### src/rtl/audio_pkg.sv
// Shared constants for the headphone output path: default widths, gain width,
// the midscale idle code and the sample-period divider.
package audio_pkg;
  localparam int DEF_IN_W       = 16;
  localparam int DEF_OUT_W      = 4;
  localparam int DEF_SAMPLE_DIV = 32;
  localparam int GAIN_W         = 4;

  localparam logic [DEF_OUT_W-1:0] MIDSCALE_CODE = 4'b1000;

  typedef logic [GAIN_W-1:0] gain_t;
endpackage

### src/rtl/sample_fifo.sv
// Synchronous FIFO with occupancy output; reading is fall-through (dout shows the head).
module sample_fifo
  import audio_pkg::*;
#(
  parameter int  DATA_W = 16,
  parameter int  DEPTH  = 8,
  localparam int AW     = $clog2(DEPTH),
  localparam int LVL_W  = AW + 1
) (
  input  logic                     clk,
  input  logic                     rst_n,
  input  logic                     push,
  input  logic                     pop,
  input  logic signed [DATA_W-1:0] din,
  output logic signed [DATA_W-1:0] dout,
  output logic                     full,
  output logic                     empty,
  output logic [LVL_W-1:0]         level
);

  logic signed [DATA_W-1:0] mem [DEPTH];
  logic [AW-1:0]            wr_ptr;
  logic [AW-1:0]            rd_ptr;
  logic                     do_push;
  logic                     do_pop;

  assign full    = (level == LVL_W'(DEPTH));
  assign empty   = (level == '0);
  assign do_push = push & ~full;
  assign do_pop  = pop & ~empty;
  assign dout    = mem[rd_ptr];

  // Pointers wrap naturally because DEPTH is a power of two.
  always_ff @(posedge clk or negedge rst_n) begin
    if (!rst_n) begin
      wr_ptr <= '0;
      rd_ptr <= '0;
      level  <= '0;
    end else begin
      if (do_push) wr_ptr <= wr_ptr + AW'(1);
      if (do_pop)  rd_ptr <= rd_ptr + AW'(1);
      case ({do_push, do_pop})
        2'b10:   level <= level + LVL_W'(1);
        2'b01:   level <= level - LVL_W'(1);
        default: level <= level;
      endcase
    end
  end

  always_ff @(posedge clk) begin
    if (do_push) mem[wr_ptr] <= din;
  end

endmodule

### src/rtl/audio_sd_dac.sv
// Headphone output stage: buffers PCM samples, pops one per sample period, applies a
// ramped gain and drives a first-order noise-shaped OUT_W-bit code every clock.
module audio_sd_dac
  import audio_pkg::*;
#(
  parameter int  IN_W       = DEF_IN_W,
  parameter int  OUT_W      = DEF_OUT_W,
  parameter int  FIFO_DEPTH = 8,
  parameter int  SAMPLE_DIV = DEF_SAMPLE_DIV,
  localparam int LVL_W      = $clog2(FIFO_DEPTH) + 1
) (
  input  logic                   clk,
  input  logic                   rst_n,
  input  logic signed [IN_W-1:0] in_data,
  input  logic                   in_valid,
  output logic                   in_ready,
  input  logic [GAIN_W-1:0]      volume,
  input  logic                   mute,
  output logic [OUT_W-1:0]       out_audio,
  output logic                   sample_tick,
  output logic                   underrun,
  output logic [7:0]             underrun_cnt,
  output logic [LVL_W-1:0]       fifo_level
);

  localparam int CNT_W  = $clog2(SAMPLE_DIV);
  localparam int ERR_W  = IN_W - OUT_W;
  localparam int PROD_W = IN_W + 5;

  function automatic logic signed [IN_W-1:0] scale_sample(input logic signed [IN_W-1:0] s,
                                                          input gain_t g);
    logic signed [PROD_W-1:0] prod;
    prod = PROD_W'(s) * PROD_W'($signed({1'b0, g}));
    return IN_W'(prod >>> 4);
  endfunction

  // Offset-binary accumulate; a carry out saturates the code and clears the residue.
  function automatic logic [IN_W-1:0] modulate(input logic signed [IN_W-1:0] held,
                                               input logic [ERR_W-1:0] err);
    logic [IN_W:0] sum;
    sum = {1'b0, ~held[IN_W-1], held[IN_W-2:0]} + {{(OUT_W+1){1'b0}}, err};
    if (sum[IN_W]) return {{OUT_W{1'b1}}, {ERR_W{1'b0}}};
    return sum[IN_W-1:0];
  endfunction

  function automatic logic [7:0] sat_inc8(input logic [7:0] c);
    return (c == 8'hFF) ? c : c + 8'd1;
  endfunction

  function automatic gain_t gain_step(input gain_t g, input gain_t tgt);
    if (g < tgt) return g + GAIN_W'(1);
    if (g > tgt) return g - GAIN_W'(1);
    return g;
  endfunction

  logic [CNT_W-1:0]       tick_cnt;
  gain_t                  gain;
  gain_t                  gain_target;
  logic                   tick;
  logic                   fifo_full;
  logic                   fifo_empty;
  logic                   push;
  logic                   pop;
  logic signed [IN_W-1:0] fifo_dout;
  logic signed [IN_W-1:0] sample_p0;
  logic                   vld_p0;
  logic signed [IN_W-1:0] held_p1;
  logic [OUT_W-1:0]       out_p2;
  logic [ERR_W-1:0]       err_p2;

  sample_fifo #(
    .DATA_W (IN_W),
    .DEPTH  (FIFO_DEPTH)
  ) u_fifo (
    .clk   (clk),
    .rst_n (rst_n),
    .push  (push),
    .pop   (pop),
    .din   (in_data),
    .dout  (fifo_dout),
    .full  (fifo_full),
    .empty (fifo_empty),
    .level (fifo_level)
  );

  assign tick        = (tick_cnt == CNT_W'(SAMPLE_DIV - 1));
  assign in_ready    = ~fifo_full;
  assign push        = in_valid & ~fifo_full;
  assign pop         = tick & ~fifo_empty;
  assign sample_tick = tick;
  assign underrun    = tick & fifo_empty;
  assign gain_target = mute ? '0 : volume;
  assign out_audio   = out_p2;

  always_ff @(posedge clk or negedge rst_n) begin
    if (!rst_n) begin
      tick_cnt     <= '0;
      gain         <= '0;
      underrun_cnt <= '0;
    end else begin
      tick_cnt <= tick ? '0 : tick_cnt + CNT_W'(1);
      if (tick) gain <= gain_step(gain, gain_target);
      if (underrun) underrun_cnt <= sat_inc8(underrun_cnt);
    end
  end

  // p0: head sample (or silence on underrun) popped at the tick
  assign vld_p0    = tick;
  assign sample_p0 = fifo_empty ? '0 : fifo_dout;

  // p1: scaled sample held for the whole period, using the gain before this tick's step
  always_ff @(posedge clk or negedge rst_n) begin
    if (!rst_n) begin
      held_p1 <= '0;
    end else if (vld_p0) begin
      held_p1 <= scale_sample(sample_p0, gain);
    end
  end

  // p2: noise-shaped output code, updated every clock
  always_ff @(posedge clk or negedge rst_n) begin
    if (!rst_n) begin
      out_p2 <= MIDSCALE_CODE;
      err_p2 <= '0;
    end else begin
      {out_p2, err_p2} <= modulate(held_p1, err_p2);
    end
  end

endmodule

### config.mk
export PLATFORM = sky130hd
export DESIGN_NAME = audio_sd_dac
export DESIGN_NICKNAME = d
export VERILOG_FILES = /design/src/rtl/audio_pkg.sv /design/src/rtl/sample_fifo.sv /design/src/rtl/audio_sd_dac.sv
export SDC_FILE = /design/constraint.sdc
export NUM_CORES = 1
export LEC_CHECK = 0
export BUFFER_PORTS_ARGS = -buffer_cell sky130_fd_sc_hd__buf_4
export CAP_MARGIN = 20
export CORE_UTILIZATION = 45
export CTS_BUF_LIST = sky130_fd_sc_hd__clkbuf_4
export DETAILED_ROUTE_END_ITERATION = 6
export PLACE_DENSITY = 0.61
export REMOVE_ABC_BUFFERS = 1
export SLEW_MARGIN = 20
export SYNTH_ARGS = -nofsm -noshare
export SYNTH_HDL_FRONTEND = slang
export SYNTH_SLANG_ARGS = --single-unit
### constraint.sdc
create_clock -name clk -period 9.3 [get_ports clk]
set_clock_uncertainty 0.05 [all_clocks]
set_input_delay 2.79 -clock clk [delete_from_list [all_inputs] [get_ports clk]]
set_output_delay 2.79 -clock clk [all_outputs]
set_load 0.01 [all_outputs]
==> load_flow_metrics.sql, run 1 <==
INSERT INTO impl_metrics (metric_group, metric, value, unit) VALUES
('outcome', 'status', 'finished clean', ''),
('global_routing', 'remaining_overflow_grt', '0', ''),
('setup_path', 'timing.rr.end', 'held_p1[15]', ''),
('sta', 'setup_viol', '0', ''),
('setup_path', 'worst-r2r-setup-slack', '3.64', 'ns'),
('detailed_routing', 'post_route_wl', '20580', 'um'),
('yosys', 'synth-warning-count', '0', ''),
('sta', 'achievable-frequency', '176.6', 'MHz'),
('clock_network', 'clock-sinks', '187', ''),
('setup_path', 'timing_endpoint_of_the_critical_path', 'held_p1[15]', ''),
('die', 'die_y', '156.0', 'um'),
('setup_path', 'cp-startpoint', 'u_fifo.rd_ptr[0]', ''),
('setup_path', 'crit_chain', 'buf_4 -> mux4_2 -> mux2i_1 -> nor2_1 -> and2_1 -> ha_1 -> fa_1 -> inv_1 -> fa_1 -> inv_1 -> ha_1 -> a21oi_1 -> o21ai_1 -> a221oi_1 -> o211ai_1 -> o211ai_1 -> or3b_1', ''),
('min_path', 'timing.hold.worst.start', 'tick_cnt[0]', ''),
('detailed_routing', 'detail-route-antenna-nets', '0', ''),
('sta', 'hold_viol', '0', ''),
('clock_network', 'insertion_delay', '0.59', 'ns'),
('die', 'die_width', '156.0', 'um'),
('power', 'clockPowerShare', '15.8', '%'),
('min_path', 'min-delay-path-class', 'reg2reg', ''),
('clock_network', 'htree_levels', '4', ''),
('detailed_routing', 'drt-initial-drc-count', '366', ''),
('placement', 'finalWeightedCongestion', '0.9131', ''),
('power', 'combinational_group_share_of_total_power', '48.4', '%'),
('sta', 'timing.max_slew.rel_slack', '49.17', '%'),
('cells_and_area', 'area_delta_synth_final', '9.286', '%'),
('power', 'total_power', '3.069', 'mW'),
('yosys', 'ys_dominant_reg_cell', 'edfxtp_1', ''),
('power', 'power.switching_fraction', '43.34', '%'),
('global_routing', 'global_route_wire_length_before_repair', '33380', 'um'),
('yosys', 'register_bit_count_reported_by_yosys', '187', ''),
('clock_network', 'post_cts_hold_buffer_count', '0', ''),
('job', 'maxCapViolCount', '0', ''),
('placement', 'port_buffers', '42', ''),
('clock_network', 'clock_path_buffers', '2', ''),
('setup_path', 'critical_path.reg2reg.startpoint', 'u_fifo.rd_ptr[0]', ''),
('setup_path', 'cp_slowest_stage_delay', '0.57', 'ns'),
('setup_path', 'worstSetupPathType', 'reg2reg', ''),
('sta', 'fin_crit_sh', '60.90', '%'),
('detailed_routing', 'route.detailed.wl_per_inst', '16.77', 'um'),
('detailed_routing', 'drc', '0', ''),
('sta', 'tns', '0', 'ns'),
('setup_path', 'crit_required', '9.75', 'ns'),
('cells_and_area', 'nNetsFinal', '1018', ''),
('power', 'max-vdd-ir-drop', '122.6', 'uV'),
('global_routing', 'grt_max_degree', '60', ''),
('placement', 'place_hpwl', '13960', 'um'),
('power', 'power_density', '263.2', 'nW/um^2'),
('yosys', 'syn_avg_cell_area', '12.38', 'um^2'),
('clock_network', 'cts-root-buf', 'clkbuf_4', ''),
('clock_network', 'post-cts-setup-buffers', '0', ''),
('cells_and_area', 'fin_util', '50.89', '%'),
('die', 'floorplan.die_area', '24330', 'um^2'),
('power', 'p_int', '1.739', 'mW'),
('sta', 'grt_setup_unrepaired', 'false', ''),
('detailed_routing', 'dr.pass1.iters', '6', ''),
('yosys', 'syn_inst', '862', ''),
('yosys', 'synth_cell_type_count', '72', ''),
('die', 'pin_count', '43', ''),
('setup_path', 'r2r_cells', '17', ''),
('setup_path', 'critical_path_peak_fanout', '35', ''),
('setup_path', 'critPathArrivalTime', '6.11', 'ns'),
('sta', 'period_needed', '5.664', 'ns'),
('global_routing', 'globalRouteTotalUtil', '17.81', '%'),
('die', 'start_util', '46.57', '%'),
('global_routing', 'first_global_vias', '6399', ''),
('power', 'power.net_switching', '1.330', 'mW'),
('yosys', 'seq_area_frac_synth', '49.87', '%'),
('sta', 'count_of_final_max_slew_check_failures', '0', ''),
('yosys', 'mappedNetlistArea', '10670', 'um^2'),
('detailed_routing', 'vias', '6566', '');
[cells in the mapped netlist, types with 3 or more instances]
master	count	share of area (%)
inv_1	62	2.2
dfrtp_1	58	14
and2_1	32	1.9
mux2_2	7	0.74
nor4_1	5	0.29
o311ai_0	3	0.25
buf_4	3	0.21
mux2i_1	30	2.8
buf_2	4	0.19
buf_1	4	0.14
fa_1	33	6.2
o21ai_0	23	1.1
nor2b_1	9	0.53
nor2_1	53	1.9
nand4_1	7	0.41
a31oi_1	6	0.35
nor3_1	32	1.5
a21oi_1	34	1.6
o21a_1	11	0.77
mux4_2	26	5.5
xnor2_1	22	1.8
a22oi_1	3	0.21
clkbuf_1	22	0.77
xor2_1	13	1.1
and3_1	13	0.76
o21bai_1	3	0.21
nand3_1	23	1.1
buf_6	3	0.32
a21o_1	13	0.91
nand2b_1	4	0.23
edfxtp_1	128	36
ha_1	61	7.2
nand2_1	52	1.8
or3_1	8	0.47
o211ai_1	7	0.49
[worst min-delay path by stage]
stage                        to  slack [ns]  cells past startpoint
floorplan           tick_cnt[0]        0.37                      1
global placement    tick_cnt[0]        0.39                      1
detailed placement  tick_cnt[0]        0.40                      1
CTS                 tick_cnt[0]        0.42                      1
global route        tick_cnt[0]        0.45                      1
finish              tick_cnt[0]        0.42                      1
[layout make-up]
class	count	area, um^2
Clock buffer	17	127.6
Antenna cell	1	2.502
Fill cell	2046	11250
Timing Repair Buffer	56	420.4
Tap cell	313	391.6
Inverter	62	232.7
Sequential cell	187	5323
Multi-Input combinational cell	576	4962
Clock inverter	15	202.7
[power by group through the flow]
stage / Combinational (mW) / Sequential [mW] / Clock [mW]
global route: 1.67 / 1.11 / 0.533
floorplan: 1.10 / 1.12 / 0
detailed placement: 1.48 / 1.12 / 0
finish: 1.48 / 1.10 / 0.484
global placement: 1.47 / 1.12 / 0
CTS: 1.49 / 1.10 / 0.498
[metal layers]
metal  part of all wire, %  up-vias  GRT usage (%)
met5                     0        -              0
met4                   1.1        0          4.669
met3                   2.5       16          3.389
met2                    49       87          29.53
met1                    48     3239          23.97
li1                      -     3224              -
[per-stage QoR]
step / setup slack, ns / cell area (um^2) / cells
final: 3.636 / 11660 / 1227
after CTS: 3.637 / 11660 / 1226
after floorplan: 3.465 / 10480 / 825
after global routing: 3.291 / 11660 / 1227
after detailed placement: 3.642 / 11330 / 1194
after global placement: 3.769 / 11330 / 1194
[registers in the layout (all words and copies together), names as in the netlist]
register / count
u_fifo.mem: 128
held_p1: 16
err_p2: 12
underrun_cnt: 8
tick_cnt: 5
gain: 4
out_audio: 4
u_fifo.level: 4
u_fifo.rd_ptr: 3
u_fifo.wr_ptr: 3
[cells in the final DEF, fill, tap and decap left out, types with 8 or more instances in the layout]
cell and count:
and2_1 32, inv_1 62, nand3_1 23, ha_1 61, or3_1 8, o21ai_0 23, xor2_1 13, nor2b_1 9
edfxtp_1 128, a21o_1 13, o21a_1 11, mux4_2 26, nor3_1 30, xnor2_1 22, buf_4 56, nand2_1 52
clkbuf_4 17, dfrtp_1 57, a21oi_1 34, fa_1 33, and3_1 13, nor2_1 53, mux2i_1 30
[worst max-delay path, delay by kind of cell, from the launching register on]
kind	cells	cell delay (ns)
flip-flops	1	0.38
multiplexers	2	0.77
buffers and inverters	3	0.62
AO/OA/AOI/OAI	5	1.34
AND/OR/NAND/NOR	3	0.63
adder cells (fa/ha/maj)	4	1.75
[logic make-up (layout without fill, tap and decap cells)]
logic type	after synthesis	in the layout	synth area share [%]
other	0	1	0
and+or+nand+nor	252	252	12.09
DFF	187	187	49.87
xor gates and xnor gates	35	35	2.873
adders and majority gates	94	94	13.34
buffers and inverters	99	150	3.998
muxes	64	64	9.286
AOI/OAI and AO/OA	131	131	8.548
No activity file was read; power rests on OpenSTA's default activity.
==> run 2, diff against run 1 <==
--- a/config.mk
+++ b/config.mk
@@ -5,12 +5,13 @@
 export SDC_FILE = /design/constraint.sdc
 export NUM_CORES = 1
 export LEC_CHECK = 0
+export ABC_AREA = 1
 export BUFFER_PORTS_ARGS = -buffer_cell sky130_fd_sc_hd__buf_4
 export CAP_MARGIN = 20
 export CORE_UTILIZATION = 45
 export CTS_BUF_LIST = sky130_fd_sc_hd__clkbuf_4
 export DETAILED_ROUTE_END_ITERATION = 6
-export PLACE_DENSITY = 0.61
+export PLACE_DENSITY = 0.64
 export REMOVE_ABC_BUFFERS = 1
 export SLEW_MARGIN = 20
 export SYNTH_ARGS = -nofsm -noshare
==> constraint.sdc (replaced) <==
create_clock -name clk -period 4.9 [get_ports clk]
set_clock_uncertainty 0.05 [all_clocks]
set_input_delay 1.47 -clock clk [delete_from_list [all_inputs] [get_ports clk]]
set_output_delay 1.47 -clock clk [all_outputs]
set_load 0.01 [all_outputs]
==> run 2 against run 1 <==
Against the previous run:
- die area down 3.1%
- flip-flop and latch count unchanged
- final area is 1.8% lower
- global-route usage is 1.6 points higher
- clock power rose by 99%
- non-clock buffer count rose by 17
- sequential share of layout area grew 0.82 points
- largest power group unchanged
==> load_flow_metrics.sql, run 2 <==
INSERT INTO impl_metrics (metric_group, metric, value, unit) VALUES
('power', 'total_leakage_power', '4.917', 'nW'),
('yosys', 'register_bit_count_reported_by_yosys', '187', ''),
('detailed_routing', 'drc', '0', ''),
('clock_network', 'cts-root-buf', 'clkbuf_4', ''),
('setup_path', 'crit_required', '5.36', 'ns'),
('setup_path', 'cp_slowest_stage_delay', '0.53', 'ns'),
('yosys', 'edff_count_synth', '128', ''),
('global_routing', 'global_route_wire_length_before_repair', '35840', 'um'),
('yosys', 'async_flop_share', '31.55', '%'),
('yosys', 'mappedNetlistArea', '10330', 'um^2'),
('detailed_routing', 'drt-initial-drc-count', '400', ''),
('die', 'core_area', '22570', 'um^2'),
('yosys', 'synth_cell_type_count', '50', ''),
('global_routing', 'globalRouteTotalUtil', '19.42', '%'),
('cells_and_area', 'layout_top_registers', 'u_fifo.mem: 128 flops, held_p1: 16 flops, err_p2: 12 flops', ''),
('detailed_routing', 'average_via_count_per_standard_cell', '5.151', ''),
('clock_network', 'cts_buffers', '17', ''),
('clock_network', 'clock-sinks', '187', ''),
('setup_path', 'critPathLaunchType', 'flop', ''),
('yosys', 'ys_top_cells_by_count', 'nor2_1, nand2_1, edfxtp_1', ''),
('sta', 'count_of_final_max_slew_check_failures', '0', ''),
('clock_network', 'cts_tree', 'built', ''),
('detailed_routing', 'dr.pass1.iters', '5', ''),
('cells_and_area', 'largest_reg_flops', '128', ''),
('cells_and_area', 'nNetsFinal', '1200', ''),
('cells_and_area', 'layout_common_cells', 'nor2_1, nand2_1, edfxtp_1', ''),
('power', 'max-vdd-ir-drop', '242.0', 'uV'),
('detailed_routing', 'detail-route-antenna-nets', '0', ''),
('cells_and_area', 'largest-register', 'u_fifo.mem', ''),
('yosys', 'synth.top_cells.by_area', 'edfxtp_1, dfrtp_1, ha_1', ''),
('cells_and_area', 'area_delta_synth_final', '10.85', '%'),
('yosys', 'yosysMostFrequentCell', 'nor2_1', ''),
('setup_path', 'worst-r2r-setup-slack', '0.33', 'ns'),
('sta', 'grt_setup_unrepaired', 'false', ''),
('setup_path', 'crit_chain', 'buf_4 -> o21ai_0 -> o22ai_1 -> o211ai_1 -> buf_4 -> nor2_1 -> ha_1 -> fa_1 -> inv_1 -> fa_1 -> inv_1 -> ha_1 -> a21o_1 -> a31oi_1 -> o21ai_0 -> a21boi_0 -> nand3_1 -> nand3_1 -> nand2_1', ''),
('cells_and_area', 'drive_gt1_share', '12.05', '%'),
('setup_path', 'end_kind', 'flop', ''),
('clock_network', 'worst_setup_hold_path_clk_slew', '0.20', 'ns'),
('clock_network', 'insertion_delay', '0.62', 'ns'),
('setup_path', 'crit_slowest_cell', 'fa_1', ''),
('clock_network', 'htree_levels', '4', ''),
('global_routing', 'first_global_vias', '7073', ''),
('sta', 'fin_crit_sh', '93.29', '%'),
('cells_and_area', 'final_common_cell', 'nor2_1', ''),
('yosys', 'synth_top_area_cell', 'edfxtp_1', ''),
('die', 'floorplan.die_area', '23580', 'um^2'),
('global_routing', 'antenna_found_initial', '1', ''),
('sta', 'timing.hold.ws', '0.4198', 'ns'),
('cells_and_area', 'multiInputGateArea', '4444', 'um^2'),
('die', 'start_util', '45.79', '%'),
('detailed_routing', 'vias', '7113', ''),
('global_routing', 'grt_max_degree', '60', ''),
('sta', 'timing.max_slew.rel_slack', '46.78', '%'),
('power', 'power_density', '549.2', 'nW/um^2'),
('placement', 'port_buffers', '42', ''),
('sta', 'setup_viol', '0', ''),
('sta', 'achievable-frequency', '218.8', 'MHz'),
('die', 'die_y', '153.5', 'um'),
('setup_path', 'path_buf_inv', '4', ''),
('die', 'pin_count', '43', ''),
('setup_path', 'critPathArrivalTime', '5.03', 'ns'),
('cells_and_area', 'layout.area.seq', '5323', 'um^2'),
('sta', 'timing_worst_slew_pin_value', '0.7983', 'ns'),
('die', 'die_width', '153.5', 'um'),
('min_path', 'min-delay-path-class', 'reg2reg', ''),
('yosys', 'synth-warning-count', '0', ''),
('sta', 'hold_viol', '0', ''),
('setup_path', 'cell_family_with_the_largest_share_of_critical_path_delay', 'adder cells', ''),
('job', 'maxCapViolCount', '0', ''),
('setup_path', 'critical_path_peak_fanout', '38', ''),
('global_routing', 'remaining_overflow_grt', '0', ''),
('setup_path', 'worstSetupPathType', 'reg2reg', ''),
('sta', 'period_needed', '4.571', 'ns'),
('clock_network', 'clock_path_buffers', '2', ''),
('detailed_routing', 'route.detailed.wl_per_inst', '15.65', 'um'),
('cells_and_area', 'fillers', '2039', ''),
('yosys', 'ys_dominant_reg_cell', 'edfxtp_1', ''),
('detailed_routing', 'post_route_wl', '21620', 'um'),
('die', 'rows', '55', ''),
('outcome', 'status', 'finished clean', ''),
('yosys', 'syn_avg_cell_area', '10.09', 'um^2'),
('yosys', 'seq_area_frac_synth', '51.49', '%'),
('yosys', 'synth_top_area_share', '37.19', '%'),
('sta', 'tns', '0', 'ns'),
('power', 'total_power', '6.292', 'mW'),
('yosys', 'syn_inst', '1024', ''),
('placement', 'finalWeightedCongestion', '0.8801', ''),
('placement', 'place_hpwl', '15060', 'um');
[run 2: cell count changes after synthesis, moves of 30 or more]
cell / delta
and2_1: -32
inv_1: +45
mux2i_1: -30
nand2_1: +92
nor2_1: +109
o21ai_0: +51
[run 2: stage by stage]
step	util [%]	std cells	setup slack [ns]	cell area (um^2)
after floorplan	-	990	-0.6788	10170
after detailed placement	49.10	1347	0.3069	11080
final	50.75	1381	0.3289	11460
after global placement	49.10	1347	0.3559	11080
after CTS	50.62	1379	0.2701	11420
after global routing	50.75	1381	0.01085	11460
[run 2: report_power, final]
group          internal (mW)  switching (mW)  total, mW
Combinational           1.21            1.92       3.13
Sequential              2.04           0.153       2.20
Clock                  0.271           0.693      0.964
[run 2: cell type report]
| class | count | area share (%) |
|---|---|---|
| Timing Repair Buffer | 73 | 4.893 |
| Tap cell | 285 | 3.113 |
| Inverter | 113 | 3.724 |
| Sequential cell | 187 | 46.46 |
| Clock inverter | 15 | 1.879 |
| Antenna cell | 1 | 0.02184 |
| Clock buffer | 17 | 1.114 |
| Multi-Input combinational cell | 690 | 38.79 |
[run 2: what timing repair did]
item	CTS	global route
setup buffers	0	1
endpoints found under the setup margin	0	3
resized for setup	0	6
hold buffers	0	0
[run 2: cell families after synthesis]
family                   synth area share (%)
XOR/XNOR                                3.039
buffers and inverters                   5.690
adder cells (fa/ha/maj)                 13.78
multiplexers                           0.1090
AO/OA/AOI/OAI                           10.11
AND/OR/NAND/NOR                         15.79
flip-flops                              51.49
[run 2: per-layer routing]
metal / vias to the layer above / GRT usage, % / part of all wire [%]
met5: - / 0 / 0
met4: 0 / 5.381 / 1.1
met3: 22 / 2.931 / 2.8
met2: 116 / 33.59 / 50
met1: 3381 / 25.38 / 46
li1: 3594 / - / -
[run 2: final timing paths]
check | startpoint | endpoint | cells past startpoint
setup / recovery | u_fifo.rd_ptr[0] | held_p1[12] | 19
hold / removal | tick_cnt[0] | tick_cnt[0] | 1
setup reg to reg | u_fifo.rd_ptr[0] | held_p1[12] | 19
hold reg to reg | tick_cnt[0] | tick_cnt[0] | 1
max in group asynchronous | rst_n | u_fifo.rd_ptr[0] | 1
min in group asynchronous | rst_n | u_fifo.wr_ptr[2] | 1
